===== config.mk =====
export PLATFORM = sky130hd
export DESIGN_NAME = write_pointer_controller
export DESIGN_NICKNAME = d
export VERILOG_FILES = /design/src/rtl/write_pointer_controller.sv
export SDC_FILE = /design/constraint.sdc
export NUM_CORES = 1
export LEC_CHECK = 0
export CORE_MARGIN = 2
export CORE_UTILIZATION = 25
export DETAILED_ROUTE_END_ITERATION = 12
export GPL_ROUTABILITY_DRIVEN = 1
export HOLD_SLACK_MARGIN = 0.03
export PLACE_DENSITY = 0.58
export SYNTH_ARGS = -nofsm -noshare
export SYNTH_HDL_FRONTEND = slang
export SYNTH_SLANG_ARGS = --single-unit

===== constraint.sdc =====
create_clock -name write_clock_i -period 2.9 [get_ports write_clock_i]
set_input_delay 0.58 -clock write_clock_i [delete_from_list [all_inputs] [get_ports write_clock_i]]
set_output_delay 0.58 -clock write_clock_i [all_outputs]
set_load 0.03 [all_outputs]

===== src/rtl/write_pointer_controller.sv =====
// Write-domain pointer and flag generator for an async FIFO: synchronises the read gray pointer,
// advances the write pointer and derives full/almost-full/level. Option macro: WRITE_OVERFLOW_FLAG_EN.
module write_pointer_controller #(
    parameter int ADDRESS_SIZE       = 5,
    parameter int SYNC_STAGES        = 2,
    parameter int ALMOST_FULL_MARGIN = 4
) (
    input  logic                    write_clock_i,
    input  logic                    reset_i,
    input  logic                    write_enable_i,
    input  logic [ADDRESS_SIZE:0]   read_gray_pointer_i,
    output logic                    write_accept_o,
    output logic [ADDRESS_SIZE-1:0] write_address_o,
    output logic [ADDRESS_SIZE:0]   write_pointer_o,
    output logic                    write_full_o,
    output logic                    write_almost_full_o,
    output logic [ADDRESS_SIZE:0]   write_level_o,
    output logic                    write_overflow_o
);

    localparam int PW    = ADDRESS_SIZE + 1;
    localparam int DEPTH = 2 ** ADDRESS_SIZE;
    localparam logic [PW-1:0] AF_LEVEL = PW'(DEPTH - ALMOST_FULL_MARGIN);

    logic [SYNC_STAGES-1:0][PW-1:0] sync_q;
    logic [PW-1:0] rbin;

    logic [PW-1:0] binary_q, binary_d;
    logic [PW-1:0] gray_q, gray_d;
    logic [PW-1:0] level_q, level_d;
    logic          full_q, full_d;
    logic          afull_q, afull_d;

    function automatic logic [PW-1:0] gray2bin(input logic [PW-1:0] g);
        logic [PW-1:0] b;
        b[PW-1] = g[PW-1];
        for (int i = PW - 2; i >= 0; i--) begin
            b[i] = b[i+1] ^ g[i];
        end
        return b;
    endfunction

    always_ff @(posedge write_clock_i or posedge reset_i) begin
        if (reset_i) begin
            sync_q <= '0;
        end else begin
            sync_q <= {sync_q[SYNC_STAGES-2:0], read_gray_pointer_i};
        end
    end

    // Only the last synchroniser stage is decoded; earlier stages may be metastable.
    assign rbin = gray2bin(sync_q[SYNC_STAGES-1]);

    assign write_accept_o = write_enable_i & ~full_q;

    always_comb begin
        binary_d = binary_q + {{ADDRESS_SIZE{1'b0}}, write_accept_o};
        gray_d   = binary_d ^ (binary_d >> 1);
        level_d  = binary_d - rbin;
        full_d   = (binary_d == {~rbin[PW-1], rbin[PW-2:0]});
        afull_d  = (level_d >= AF_LEVEL);
    end

    always_ff @(posedge write_clock_i or posedge reset_i) begin
        if (reset_i) begin
            binary_q <= '0;
            gray_q   <= '0;
            level_q  <= '0;
            full_q   <= 1'b0;
            afull_q  <= 1'b0;
        end else begin
            binary_q <= binary_d;
            gray_q   <= gray_d;
            level_q  <= level_d;
            full_q   <= full_d;
            afull_q  <= afull_d;
        end
    end

    assign write_address_o     = binary_q[ADDRESS_SIZE-1:0];
    assign write_pointer_o     = gray_q;
    assign write_full_o        = full_q;
    assign write_almost_full_o = afull_q;
    assign write_level_o       = level_q;

`ifdef WRITE_OVERFLOW_FLAG_EN
    logic overflow_q, overflow_d;

    // Sticky until reset so software can detect a dropped write after the fact.
    always_comb begin
        overflow_d = overflow_q | (write_enable_i & full_q);
    end

    always_ff @(posedge write_clock_i or posedge reset_i) begin
        if (reset_i) begin
            overflow_q <= 1'b0;
        end else begin
            overflow_q <= overflow_d;
        end
    end

    assign write_overflow_o = overflow_q;
`else
    assign write_overflow_o = 1'b0;
`endif

endmodule


==> flow_summary.yaml, run 1 <==
status:
  status: "complete, no violations"
synth:
  netlist.area_leader.share_pct: 59.6
  synth_fa_ha_area_share_pct: 8.07
  synth_area_leaders: "dfrtp_1, xnor2_1, ha_1, xor2_1, inv_1"
  muxShareOfSynthArea_pct: 0.768
  synth_xor_xnor_area_share_pct: 17.2
  synthDistinctLibCells: 27
  synth_top_family_by_area: "XOR/XNOR gates"
  synth_edf_count: 0
  yosysTopAreaCell: "dfrtp_1"
  ys_seq_area_share_pct: 59.6
  ys_ff_latch: 31
  yosys_warnings: 0
  synthFlopType: "dfrtp_1"
  syn_inst: 98
  synth_compound_area_share_pct: 3.94
  syn_avg_cell_area_um2: 13.3
  synth-simple-area-share_pct: 6.44
  syn-num-nets: 114
  async_flop_share_pct: 100
  synth_area_um2: 1300
setup_path:
  reg2reg_slack_ps: 130
  end_kind: "register"
  reg2reg_from: "rbin[5]"
  critical_path_arrival_ps: 2970
  crit_required_ps: 3050
  cp_max_fo: 3
  regToRegEndpoint: "write_almost_full_o"
  crit_type: "in2reg"
  rr_worst_depth: 12
  cp-start-kind: "input port"
hold_path:
  hp-start: "sync_q[4]"
  min_path_type: "reg2reg"
  min_to: "sync_q[10]"
  min_path_cells: 0
global_routing:
  gr-total-overflow: 0
  grt_antenna_before_repair: 0
  grt_usage_pct: 9.05
  grt_pass1_wl_um: 4100
  grt_max_degree: 32
  grt_pass1_vias: 941
placed_design:
  hpwl_um: 1750
  placed_cells: 213
  place_congestion: 0.932
  placed_cell_area_um2: 1810
  port_buffers: 28
clock_network:
  cts_tree: "yes"
  clockBufferDepth: 2
  cts.clk_slew.worst_paths_ps: 60
  cts-root-buf: "clkbuf_8"
  cts_buffers: 5
  cts_hold_buf: 0
  numClockSinks: 31
  clock_latency_ps: 280
  htree_levels: 2
timing:
  whs_ps: 348
  clock_skew_ps: 3.80
  period_share_pct: 97.4
  fmaxAchievable_mhz: 354
  fin_crit_ps: 2820
  finalSetupViolations: 0
  finalHoldViolations: 0
  maxSlewViolCount: 0
cells_and_area:
  layout_commonest_cell: "dfrtp_1"
  stdcell_count: 223
  mostFrequentLayoutCells: "dfrtp_1, clkdlybuf4s50_1, buf_4"
  nets: 168
  drive_gt1_share_pct: 26.1
  syn_to_final_growth_pct: 49.1
  antenna_cells: 0
  post-route-cell-area_um2: 1940
flow_run:
  maxCapViolCount: 0
floorplanning:
  fp.dieArea_um2: 5800
  start_util_pct: 25.7
  core_area_um2: 5070
  row_count: 26
  die_width_um: 76.2
  num_io_pins: 30
  fp.dieH_um: 76.2
route:
  first_pass_iters: 5
  drc: 0
  antenna_left: 0
  dr_total_vias: 858
  routed_wl_um: 2370
  vias_per_cell: 3.85
  drtIter0Drc: 14
  routedWlPerCell_um: 10.6
pwr:
  ir_worst_vdd_mv: 0.458
  finalPower_mw: 2.60
  leakagePower_nw: 0.884
  power_density_nw_per_um2: 1340
-- layer usage --
metal / track usage, % / up-vias / routed length, um
met3: 3.32 / 7 / 158
met2: 14.6 / 36 / 1160
met1: 10.5 / 399 / 998
met5: 0 / - / 0
met4: 4.73 / 0 / 51
li1: - / 416 / -
-- report_power, final --
part,leakage (nW),internal (mW),total (mW),switching [mW]
Clock,0.0477,0.164,0.316,0.152
Sequential,0.365,0.590,0.669,0.0788
Combinational,0.472,0.799,1.61,0.814
-- worst max-delay path, cell delays in order --
cell             delay (ps)
clkdlybuf4s50_1         390
nor2b_2                 160
ha_2                    180
ha_1                    360
inv_1                   110
fa_1                    460
inv_1                    70
a21oi_1                 100
xnor2_1                 170
nor3_1                   80
a311o_1                 330
-- worst max path at each step --
stage / cells after the start / startpoint / slack [ps] / endpoint
floorplan: 10 / write_enable_i / 60 / write_almost_full_o
detailed placement: 11 / write_enable_i / -200 / write_almost_full_o
global route: 11 / write_enable_i / -10 / write_almost_full_o
global placement: 11 / write_enable_i / -110 / write_almost_full_o
CTS: 12 / sync_q[10] / 30 / write_almost_full_o
finish: 11 / write_enable_i / 80 / write_almost_full_o
-- cell type report --
class / instances / area [um^2]
Clock inverter: 3 / 15.0
Fill cell: 505 / 3130
Timing Repair Buffer: 48 / 430
Inverter: 11 / 41.3
Sequential cell: 31 / 777
Multi-Input combinational cell: 55 / 522
Clock buffer: 5 / 68.8
Tap cell: 70 / 87.6
-- through the flow --
stage | worst slack (ps) | util, % | TNS [ps]
finish | 76.8 | 38.3 | 0
global route | -13.9 | 38.3 | -13.9
CTS | 34.8 | 37.3 | 0
detailed placement | -201 | 35.6 | -309
global placement | -112 | 35.6 | -206
floorplan | 59.1 | - | 0
-- repair_timing --
item | in CTS | in global routing
resized for setup | 0 | 6
endpoints found under the setup margin | 0 | 2
buffers inserted | 0 | 2
-- synth_stat cells, types with 2 or more instances --
| cell type | instances |
|---|---|
| a21oi_2 | 2 |
| dfrtp_1 | 31 |
| ha_1 | 6 |
| inv_1 | 11 |
| nand2_1 | 4 |
| nand3_1 | 4 |
| nor2b_1 | 2 |
| xnor2_1 | 11 |
| xnor2_2 | 2 |
| xor2_1 | 8 |
-- cells by family after synthesis --
group                    after synthesis
AO/OA/AOI/OAI                          7
multiplexers                           1
buffers and inverters                 12
other                                  1
flip-flops                            31
AND/OR/NAND/NOR                       16
adder cells (fa/ha/maj)                8
XOR/XNOR                              22
-- registers in the layout (all words and copies together), names as in the netlist --
register / cells
rbin: 1
write_almost_full_o: 1
write_full_o: 1
binary_q: 6
sync_q: 11
write_level_o: 6
write_pointer_o: 5
Power figures use the tool's default switching activity.
==> run 2, diff against run 1 <==
--- a/config.mk
+++ b/config.mk
@@ -10,7 +10,7 @@
 export DETAILED_ROUTE_END_ITERATION = 12
 export GPL_ROUTABILITY_DRIVEN = 1
 export HOLD_SLACK_MARGIN = 0.03
-export PLACE_DENSITY = 0.58
+export PLACE_DENSITY = 0.52
 export SYNTH_ARGS = -nofsm -noshare
 export SYNTH_HDL_FRONTEND = slang
 export SYNTH_SLANG_ARGS = --single-unit
==> flow_summary.yaml, run 2 (synthesis results as in run 1) <==
cells_and_area:
  layout_commonest_cell: "dfrtp_1"
  top_register: "sync_q"
  largest_reg_flops: 11
  syn_to_final_growth_pct: 51.3
  antenna_cells: 0
  fillers: 515
  drive_gt1_share_pct: 27.0
  nets: 167
  mostFrequentLayoutCells: "dfrtp_1, clkdlybuf4s50_1, buf_4"
  utilization_pct: 38.8
clock_network:
  cts.clk_slew.worst_paths_ps: 60
  clock_latency_ps: 270
  htree_levels: 2
  cts-root-buf: "clkbuf_8"
  cts_tree: "yes"
  numClockSinks: 31
  cts_buffers: 5
  clockBufferDepth: 2
pwr:
  leakagePower_nw: 0.895
  power_density_nw_per_um2: 1380
  ir_worst_vdd_mv: 0.415
  p_seq_share_pct: 24.5
  switching_share_pct: 38.7
  finalPower_mw: 2.72
  p_int_mw: 1.67
  power.switching_mw: 1.05
  clock_power_share_pct: 15.7
  combinationalPowerShare_pct: 59.7
global_routing:
  grt_pass1_vias: 940
  grt_pass1_wl_um: 4280
  gr-total-overflow: 0
  grt_max_degree: 32
  grt_usage_pct: 9.32
  grt_antenna_before_repair: 0
floorplanning:
  die_width_um: 76.2
  row_count: 26
  start_util_pct: 25.7
  core_area_um2: 5070
  fp.dieArea_um2: 5800
  num_io_pins: 30
  fp.dieH_um: 76.2
setup_path:
  path_common_cell: "ha_1"
  path_buf_inv: 1
  cp-start-kind: "input port"
  cp_max_fo: 3
  critical_path_arrival_ps: 2880
  crit_type: "in2reg"
  path_delay_family: "adder cells"
  crit_required_ps: 3060
  crit_chain: "clkdlybuf4s50_1 -> nor2b_2 -> ha_1 -> ha_4 -> ha_1 -> nor2b_1 -> o21ai_2 -> o211ai_1 -> a21oi_2 -> xnor2_1 -> a311o_1"
  cpMaxStageDelayCell: "clkdlybuf4s50_1"
  end_kind: "register"
  cpPeakStageDelay_ps: 450
timing:
  fin_crit_ps: 2720
  whs_ps: 347
  rsz0062_at_grt: "false"
  clock_skew_ps: 3.45
  finalSetupViolations: 0
  period_share_pct: 93.9
  tns_ps: 0
  fmaxAchievable_mhz: 367
  maxSlewViolCount: 0
  finalHoldViolations: 0
status:
  status: "complete, no violations"
flow_run:
  maxCapViolCount: 0
route:
  drc: 0
  routedWlPerCell_um: 10.8
  routed_wl_um: 2390
  drtIter0Drc: 14
  dr_total_vias: 848
  first_pass_iters: 4
  vias_per_cell: 3.82
  antenna_left: 0
placed_design:
  hpwl_um: 1850
  port_buffers: 28
  place_congestion: 0.785
hold_path:
  min_path_type: "reg2reg"
==> run 2: cell types whose count changed in the layout (fill, tap and decap cells not counted), sizes merged <==
cell and change:
clkinv -2, buf -1, bufinv +1, clkbuf +1
==> run 2: area by class of cell <==
| type | count | area [um^2] | share of cell area (%) |
|---|---|---|---|
| well taps | 70 | 87.6 | 4.44 |
| flip-flops and latches | 31 | 776 | 39.4 |
| repair buffers | 47 | 423 | 21.5 |
| clock buffers | 6 | 82.6 | 4.19 |
| clock inverters | 2 | 35.0 | 1.78 |
| multi-input cells | 55 | 526 | 26.7 |
| inverters | 11 | 41.3 | 2.10 |
==> run 2: timing repair <==
action                     CTS  global route
hold buffers                 0             0
setup endpoints to repair    0             2
resized for setup            0             7
buffers inserted             0             1
==> run 2: power groups by stage <==
stage	clock network, mW	registers (mW)	logic, mW
2_1_floorplan	0	0.930	0.671
4_1_cts	0.443	0.669	1.59
3_3_place_gp	0	0.675	1.57
6_report	0.428	0.668	1.63
3_5_place_dp	0	0.677	1.59
5_1_grt	0.462	0.685	1.78
==> run 2: routing by layer <==
metal | part of all wire, % | track usage [%] | up-vias
li1 | - | - | 412
met1 | 38 | 9.90 | 404
met2 | 52 | 16.1 | 25
met3 | 7.6 | 3.44 | 7
met4 | 2.3 | 5.09 | 0
met5 | 0 | 0 | -
==> run 2: path summary, 6_finish.rpt <==
path	startpoint	end	slack, ps	cells past startpoint
setup / recovery	write_enable_i	write_almost_full_o	180	11
max in group asynchronous	reset_i	binary_q[2]	1960	3
hold reg to reg	sync_q[4]	sync_q[10]	350	0
min in group asynchronous	reset_i	sync_q[5]	670	3
setup reg to reg	rbin[5]	write_almost_full_o	220	12
hold / removal	sync_q[4]	sync_q[10]	350	0
==> run 2: per-stage QoR <==
stage	std cells	cell area (um^2)	setup slack [ps]
floorplan	98	1310	59.1
global placement	213	1810	-156
detailed placement	213	1810	-242
CTS	221	1930	37.7
global route	222	1970	3.07
finish	222	1970	176
==> run 3, diff against run 2 <==
--- a/config.mk
+++ b/config.mk
@@ -10,7 +10,7 @@
 export DETAILED_ROUTE_END_ITERATION = 12
 export GPL_ROUTABILITY_DRIVEN = 1
 export HOLD_SLACK_MARGIN = 0.03
-export PLACE_DENSITY = 0.52
+export PLACE_DENSITY = 0.51
 export SYNTH_ARGS = -nofsm -noshare
 export SYNTH_HDL_FRONTEND = slang
 export SYNTH_SLANG_ARGS = --single-unit
==> constraint.sdc (replaced) <==
create_clock -name write_clock_i -period 3.1 [get_ports write_clock_i]
set_input_delay 0.62 -clock write_clock_i [delete_from_list [all_inputs] [get_ports write_clock_i]]
set_output_delay 0.62 -clock write_clock_i [all_outputs]
set_load 0.03 [all_outputs]
==> flow_summary.yaml, run 3 (synthesis results as in run 1) <==
route:
  dr_total_vias: 810
  routedWlPerCell_um: 10.7
  vias_per_cell: 3.80
  first_pass_iters: 2
  drtIter0Drc: 26
  antenna_left: 0
  drc: 0
  routed_wl_um: 2280
clock_network:
  ctsResizeCount: 0
  cts_tree: "yes"
  cts.clk_slew.worst_paths_ps: 60
  numClockSinks: 31
  clockBufferDepth: 2
  htree_levels: 2
  cts_hold_buf: 0
  clock_latency_ps: 280
  cts_setup_buffers: 0
  cts-root-buf: "clkbuf_8"
  cts_buffers: 5
pwr:
  leakagePower_nw: 0.848
  power_density_nw_per_um2: 1290
  finalPower_mw: 2.42
  ir_worst_vdd_mv: 0.392
global_routing:
  grt_pass1_vias: 849
  grt_antenna_before_repair: 0
  grt_pass1_wl_um: 4040
  grt_max_degree: 32
  grt_usage_pct: 9.01
  gr-total-overflow: 0
timing:
  rsz0062_at_grt: "false"
  finalSetupViolations: 0
  clock_skew_ps: 3.75
  whs_ps: 348
  maxSlewViolCount: 0
  period_share_pct: 91.9
  finalHoldViolations: 0
  fmaxAchievable_mhz: 351
  fin_crit_ps: 2850
cells_and_area:
  utilization_pct: 36.9
  largest_reg_flops: 11
  drive_gt1_share_pct: 16.8
  top_register: "sync_q"
  antenna_cells: 0
  stdcell_count: 213
  nets: 158
  syn_to_final_growth_pct: 43.8
  layout_commonest_cell: "dfrtp_1"
  mostFrequentLayoutCells: "dfrtp_1, clkdlybuf4s50_1, inv_1, xnor2_1, buf_4"
hold_path:
  hp-start: "sync_q[2]"
  min_path_type: "reg2reg"
  min_to: "sync_q[8]"
  min_path_cells: 0
floorplanning:
  num_io_pins: 30
  die_width_um: 76.2
  fp.dieArea_um2: 5800
  core_area_um2: 5070
  row_count: 26
  start_util_pct: 25.7
  fp.dieH_um: 76.2
setup_path:
  crit_required_ps: 3260
  end_kind: "register"
  reg2reg_slack_ps: 310
  regToRegEndpoint: "write_almost_full_o"
  rr_worst_depth: 12
  cp_max_fo: 3
  crit_type: "in2reg"
  path_common_cell: "ha_1"
  cpPeakStageDelay_ps: 390
  crit_chain: "clkdlybuf4s50_1 -> nor2b_2 -> ha_1 -> ha_1 -> ha_1 -> nor2b_1 -> o21ai_0 -> o211ai_1 -> a21oi_2 -> xnor2_1 -> a311o_1"
  cp-start-kind: "input port"
  cpMaxStageDelayCell: "clkdlybuf4s50_1"
  reg2reg_from: "rbin[5]"
  critical_path_arrival_ps: 3010
placed_design:
  hpwl_um: 1710
  place_congestion: 0.793
  port_buffers: 28
  placed_cells: 205
status:
  status: "complete, no violations"
flow_run:
  maxCapViolCount: 0
==> run 3: how the worst max path moves through the flow <==
| stage | from | endpoint | slack (ps) | cells after the start |
|---|---|---|---|---|
| finish | write_enable_i | write_almost_full_o | 250 | 11 |
| global route | write_enable_i | write_almost_full_o | 40 | 11 |
| CTS | write_enable_i | write_almost_full_o | 250 | 11 |
| detailed placement | write_enable_i | write_almost_full_o | -30 | 11 |
| global placement | write_enable_i | write_almost_full_o | 3 | 11 |
| floorplan | write_enable_i | write_almost_full_o | 150 | 10 |
==> run 3: final cells by class <==
class                           instances  area, um^2
Clock buffer                            6        72.6
Fill cell                             529        3200
Clock inverter                          2        60.1
Sequential cell                        31         776
Multi-Input combinational cell         55         480
Timing Repair Buffer                   38         355
Tap cell                               70        87.6
Inverter                               11        41.3
==> run 3: worst max-delay path: cells and delay by family <==
kind	cells	cell delay [ps]
adders and majority gates	3	830
buffers and inverters	1	390
and+or+nand+nor	2	290
xor gates and xnor gates	1	90
AOI/OAI and AO/OA	4	790
==> run 3: report_power, final <==
part	switching, mW	total, mW	leakage (nW)	internal, mW
combinational	0.716	1.33	0.417	0.618
clock	0.147	0.468	0.0654	0.321
sequential	0.0664	0.618	0.366	0.551
total	0.930	2.42	0.848	1.49
==> run 3: metrics by stage <==
step / area (um^2) / setup slack (ps) / TNS, ps
6_report: 1870 / 250 / 0
5_1_grt: 1870 / 37.5 / 0
4_1_cts: 1870 / 247 / 0
3_5_place_dp: 1740 / -34.4 / -34.4
3_3_place_gp: 1740 / 2.98 / 0
2_1_floorplan: 1310 / 146 / 0
==> run 3: routing by layer <==
layer  global-route usage [%]  routed length (um)  part of all wire (%)  vias to the layer above
met3                     4.38                 183                   8.0                        5
met4                     4.91                  38                   1.7                        0
met5                        0                   0                     0                        -
li1                         -                   -                     -                      400
met2                     13.0                1080                    47                       25
met1                     11.0                 975                    43                      380
